## config.mk

```make
export PLATFORM = sky130hd
export DESIGN_NAME = fetch_unit
export DESIGN_NICKNAME = d
export VERILOG_FILES = /design/src/rtl/fetch_unit.sv
export SDC_FILE = /design/constraint.sdc
export NUM_CORES = 1
export LEC_CHECK = 0
export CAP_MARGIN = 30
export CORE_ASPECT_RATIO = 1.1
export CORE_MARGIN = 5
export CORE_UTILIZATION = 45
export CTS_CLUSTER_SIZE = 12
export DETAILED_ROUTE_END_ITERATION = 8
export GPL_TIMING_DRIVEN = 0
export PLACE_DENSITY = 0.91
export SETUP_SLACK_MARGIN = 0.5
export SYNTH_ARGS = -nofsm -noshare
export SYNTH_HDL_FRONTEND = slang
export SYNTH_SLANG_ARGS = --single-unit
```

## constraint.sdc

```tcl
create_clock -name CLK -period 6.28 [get_ports CLK]
set_input_delay 1.256 -clock CLK [delete_from_list [all_inputs] [get_ports CLK]]
set_output_delay 1.256 -clock CLK [all_outputs]
set_load 0.005 [all_outputs]
```

## src/rtl/fetch_unit.sv

```systemverilog
// fetch_unit: PC register, next-PC select, imem request FSM and
// instruction register for the multi-cycle core. Optional perf
// counters are compiled in with `define FETCH_PERF_EN.
//
// Ports:
//   CLK, RST            clock, synchronous active-high reset
//   PCWre, PCSrc        PC write enable, next-PC select
//   IRWre               fetch request (level, one fetch per level)
//   imm_ext, rs_data    branch offset source, jr target
//   imem_req/addr       request and registered fetch address
//   imem_rdata/valid    memory response (sampled only in FETCH)
//   pc, pc_plus4        current PC, PC+4 (jal link value)
//   ir, op..imm16       instruction register and decoded fields
//   fetch_busy          high exactly while in FETCH
//   fetch_count,        (FETCH_PERF_EN only) completed fetches and
//   stall_count          FETCH cycles without imem_valid, saturating
module fetch_unit #(
    parameter logic [31:0] RESET_PC = 32'h0000_0000,
    parameter int          PC_W     = 32
) (
    input  logic            CLK,
    input  logic            RST,
    input  logic            PCWre,
    input  logic [1:0]      PCSrc,
    input  logic            IRWre,
    input  logic [PC_W-1:0] imm_ext,
    input  logic [PC_W-1:0] rs_data,
    output logic            imem_req,
    output logic [PC_W-1:0] imem_addr,
    input  logic [PC_W-1:0] imem_rdata,
    input  logic            imem_valid,
    output logic [PC_W-1:0] pc,
    output logic [PC_W-1:0] pc_plus4,
    output logic [PC_W-1:0] ir,
    output logic [5:0]      op,
    output logic [4:0]      rs,
    output logic [4:0]      rt,
    output logic [4:0]      rd,
    output logic [4:0]      sa,
    output logic [15:0]     imm16,
    output logic            fetch_busy
`ifdef FETCH_PERF_EN
    ,
    output logic [31:0]     fetch_count,
    output logic [31:0]     stall_count
`endif
);

    typedef enum logic [1:0] {
        IDLE  = 2'd0,
        FETCH = 2'd1,
        HOLD  = 2'd2
    } state_t;

    state_t          r_state;
    state_t          w_state_nxt;
    logic [PC_W-1:0] r_pc;
    logic [PC_W-1:0] r_ir;
    logic [PC_W-1:0] r_addr;
    logic [PC_W-1:0] w_pc_plus4;
    logic [PC_W-1:0] w_pc_nxt;
    logic            w_cap_addr;
    logic            w_load_ir;

    assign w_pc_plus4 = r_pc + {{(PC_W-3){1'b0}}, 3'd4};

    always_comb begin
        w_pc_nxt = w_pc_plus4;
        case (PCSrc)
            2'b00: w_pc_nxt = w_pc_plus4;
            2'b01: w_pc_nxt = w_pc_plus4 + (imm_ext << 2);
            2'b10: w_pc_nxt = rs_data;
            2'b11: w_pc_nxt = {w_pc_plus4[PC_W-1:28], r_ir[25:0], 2'b00};
            default: w_pc_nxt = w_pc_plus4;
        endcase
    end

    // HOLD waits for IRWre to drop so a long request level
    // produces exactly one fetch.
    always_comb begin
        w_state_nxt = r_state;
        w_cap_addr  = 1'b0;
        w_load_ir   = 1'b0;
        case (r_state)
            IDLE: begin
                if (IRWre) begin
                    w_cap_addr  = 1'b1;
                    w_state_nxt = FETCH;
                end
            end
            FETCH: begin
                if (imem_valid) begin
                    w_load_ir   = 1'b1;
                    w_state_nxt = HOLD;
                end
            end
            HOLD: begin
                if (!IRWre) w_state_nxt = IDLE;
            end
            default: w_state_nxt = IDLE;
        endcase
    end

    always_ff @(posedge CLK) begin
        if (RST) begin
            r_state <= IDLE;
            r_pc    <= RESET_PC[PC_W-1:0];
            r_ir    <= '0;
            r_addr  <= '0;
        end else begin
            r_state <= w_state_nxt;
            if (PCWre)      r_pc   <= w_pc_nxt;
            if (w_cap_addr) r_addr <= r_pc;
            if (w_load_ir)  r_ir   <= imem_rdata;
        end
    end

`ifdef FETCH_PERF_EN
    logic [31:0] r_fetch_cnt;
    logic [31:0] r_stall_cnt;

    always_ff @(posedge CLK) begin
        if (RST) begin
            r_fetch_cnt <= '0;
            r_stall_cnt <= '0;
        end else begin
            if (w_load_ir && r_fetch_cnt != 32'hFFFF_FFFF)
                r_fetch_cnt <= r_fetch_cnt + 32'd1;
            if (r_state == FETCH && !imem_valid &&
                r_stall_cnt != 32'hFFFF_FFFF)
                r_stall_cnt <= r_stall_cnt + 32'd1;
        end
    end

    assign fetch_count = r_fetch_cnt;
    assign stall_count = r_stall_cnt;
`endif

    assign imem_req   = (r_state == FETCH);
    assign fetch_busy = (r_state == FETCH);
    assign imem_addr  = r_addr;
    assign pc         = r_pc;
    assign pc_plus4   = w_pc_plus4;
    assign ir         = r_ir;
    assign op         = r_ir[31:26];
    assign rs         = r_ir[25:21];
    assign rt         = r_ir[20:16];
    assign rd         = r_ir[15:11];
    assign sa         = r_ir[10:6];
    assign imm16      = r_ir[15:0];

endmodule

```

==> results.md <==
* Worst setup path startpoint: pc[2]
* Rows at 46
* Max incr delay on CP at 490 ps
* Initial Util at 46.02%
* Crit path arrival time at 4890 ps
* Power, Total at 1.849 mW
* DRC viols at 0
* Die area at 17,370 sq um
* Top post-synthesis cells by area: dfxtp_1 (29%), nand2_1 (9.5%), a21oi_1 (8.4%)
* Synth top area share at 29.39%
* Crit path to: pc[31]
* Hold Slack at 453.4 ps
* Yosys warns at 0
* Die W at 126.1 microns
* Initial drt markers at 696
* Die H at 137.7 microns
* GRT Util Overall at 27.83%
* ANT nets after route at 0
* EDFF count, synth at 0
* Crit Reg-Reg Startpoint: pc[2]
* Highest Clock Rate at 214.1 MHz
* GPL Wtd Cong at 0.9484
* Worst reg-to-reg setup slack at 1610 ps
* Most common cell in the synthesized netlist: nand2_1
* HPWL Detailed at 20,680 microns
* DRT Wirelength at 25,730 microns
* Register area share after synthesis at 29.39%
* Critical Path Start Type: flip-flop
* Hold Crit Start: imem_addr[0]
* Worst slew pin tran at 881.8 ps
* Mapped Cells at 824
* RR Endpoint: pc[31]
* Total congestion overflow at 0
* Cts repair resizes at 0
* CP Class: flip-flop to flip-flop
* Dominant synthesized flop cell: dfxtp_1
* Slew HR at 41.21%
* Worst setup EP type: flip-flop
* Root buf cell: clkbuf_16
* Synth Register Bits at 98
* Synthesized area at 6675 sq um
* Largest net degree at the start of global routing at 16
* Critical-path cell list: ha_1 > nand3_1 > nor3_2 > and2_1 > and3_1 > xor2_1 > ha_1 > a21o_1 > a221oi_1 > nor2b_1 > o21ai_0 > nand2b_1 > a221oi_2 > o211ai_1 > o21ai_0 > o22ai_1
* Final hold vios at 0
* Final Setup Violations at 0
* Crit-path slowest cell: nor3_2
* Ys async rst share at 0%
* Period utilization at 74.38%
* First-pass GRT wire length at 37,770 microns
* Vias/cell at 5.620
* Setup TNS at 0 ps
* Bufs on Longest Clock Path at 2
* Vias in the first global route at 6,803
* Fin nets at 1,244
* Post-CTS Setup Inserts at 0
* Layout Skew at 12.88 ps
* DR vias at 7,323
* TritonCTS Sinks at 98
* Number of max-cap violations at 0
* # IOs at 275
* P per Cell Area at 186.4 nW/um^2
* Syn nets at 962
* DR pass1 iterations at 5
* Static Leak at 3.835 nW
* Clock tree from TritonCTS: built
* Status: complete, no violations
* RSZ-0062 raised after global routing: false
* Clk_lat worst skew at 340 ps
* Crit-path max FO at 8
* CTS Buf Count at 9
* Yosys top cell by area: dfxtp_1
* Area grow syn2layout at 48.57%
* Synth unique cells at 69
* Antenna violations before repair at 1
* H-tree levels at 3
* Tmin final at 4671 ps
* Max-slew violations at 0
* Max rail drop VDD at 0.0001395 V
* Clock slew at reported path FFs at 70 ps
* Min-Delay Path Class: flip-flop to flip-flop
* Layout cells sized above 1 at 10.18%
* FF-to-FF path depth at 16
* Synth cell count leaders: nand2_1 (169), a21oi_1 (112), dfxtp_1 (98), buf_4 (45), nor2_1 (39)
* Syn_area_per_cell at 8.101 sq um
* Critical Path RT at 6490 ps
* Port Buffers at 271
* Core area at 14,500 sq um
* Hold-fix buffers, CTS at 0
* WL/cell at 19.75 microns
[worst min-delay path by stage]
stage / to / slack (ps) / cells past startpoint
5_1_grt: imem_addr[27] / 470 / 2
3_5_place_dp: imem_addr[0] / 450 / 2
6_report: imem_addr[0] / 450 / 2
4_1_cts: imem_addr[0] / 450 / 2
2_1_floorplan: imem_addr[0] / 450 / 2
3_3_place_gp: imem_addr[14] / 440 / 2
[area by class of cell]
type                       instances  area [sq um]
multi-input combinational        625          4113
buffer                            89         555.5
inverter                          12         45.04
clock buffer                      11         232.7
sequential                        98          1962
tap                              192         240.2
clock inverter                     4         53.80
antenna                            1         2.502
timing repair buffer             271          2713
fill                            1189          4587
[power breakdown]
part           internal, mW  total, mW  switching [mW]
logic                 0.317      0.599           0.283
clock network         0.308      0.550           0.242
registers             0.654      0.699          0.0457
total                  1.28       1.85           0.571
[per-stage QoR]
step	std cells	utilization [%]	setup slack, ps	cell area, sq um
2_1_floorplan	824	-	2633	6675
5_1_grt	1303	68.37	1352	9917
3_3_place_gp	1287	66.38	1749	9628
6_report	1303	68.37	1609	9917
4_1_cts	1302	68.36	1733	9915
3_5_place_dp	1287	66.38	1762	9628
[cell families (layout without fill, tap and decap cells)]
family	Yosys count	after routing	synth area share (%)
fa+ha+maj	35	35	6.673
other cells	0	1	0
buf+inv	101	387	8.997
simple gates	292	292	19.78
mux	33	33	7.629
compound gates	212	212	20.47
xor+xnor	53	53	7.067
flops	98	98	29.39
[layout by cell type, fill, tap and decap left out, drive strengths merged, types with 2 or more instances in the layout]
| cell type | instances |
|---|---|
| clkdlybuf4s50 | 271 |
| nand2 | 169 |
| a21oi | 114 |
| dfxtp | 98 |
| buf | 53 |
| clkbuf | 47 |
| nor2 | 39 |
| xnor2 | 37 |
| ha | 34 |
| o21ai | 29 |
| nand3 | 19 |
| xor2 | 16 |
| mux2i | 16 |
| mux4 | 14 |
| a21o | 14 |
| nand4 | 12 |
| and3 | 12 |
| nor3 | 12 |
| inv | 11 |
| a211oi | 11 |
| o211ai | 9 |
| a22o | 6 |
| nor2b | 6 |
| a31oi | 6 |
| nand2b | 5 |
| nor3b | 4 |
| o21a | 4 |
| and4 | 4 |
| mux2 | 3 |
| and2 | 3 |
| or2 | 3 |
| a21boi | 2 |
| o31ai | 2 |
| o2bb2ai | 2 |
| clkinvlp | 2 |
| a221oi | 2 |
| clkinv | 2 |
[routing by layer]
| layer | track usage (%) | part of all wire (%) |
|---|---|---|
| met5 | 0 | 0 |
| met2 | 46.84 | 47 |
| met3 | 4.575 | 8.9 |
| met1 | 36.29 | 40 |
| met4 | 9.893 | 3.4 |
[state kept, by name (all words and copies together), names as in the netlist]
signal and flops:
imem_addr 32, ir 32, pc 32, r_state 2
[worst max-delay path: cells and delay by family, from the launching register on]
family                     cells  cell delay, ps
xor gates and xnor gates       1             390
AOI/OAI and AO/OA              7            1590
adders and majority gates      2             700
and+or+nand+nor                6            1390
DFF                            1             470
Note: power is estimated with default switching activity, not from simulation.
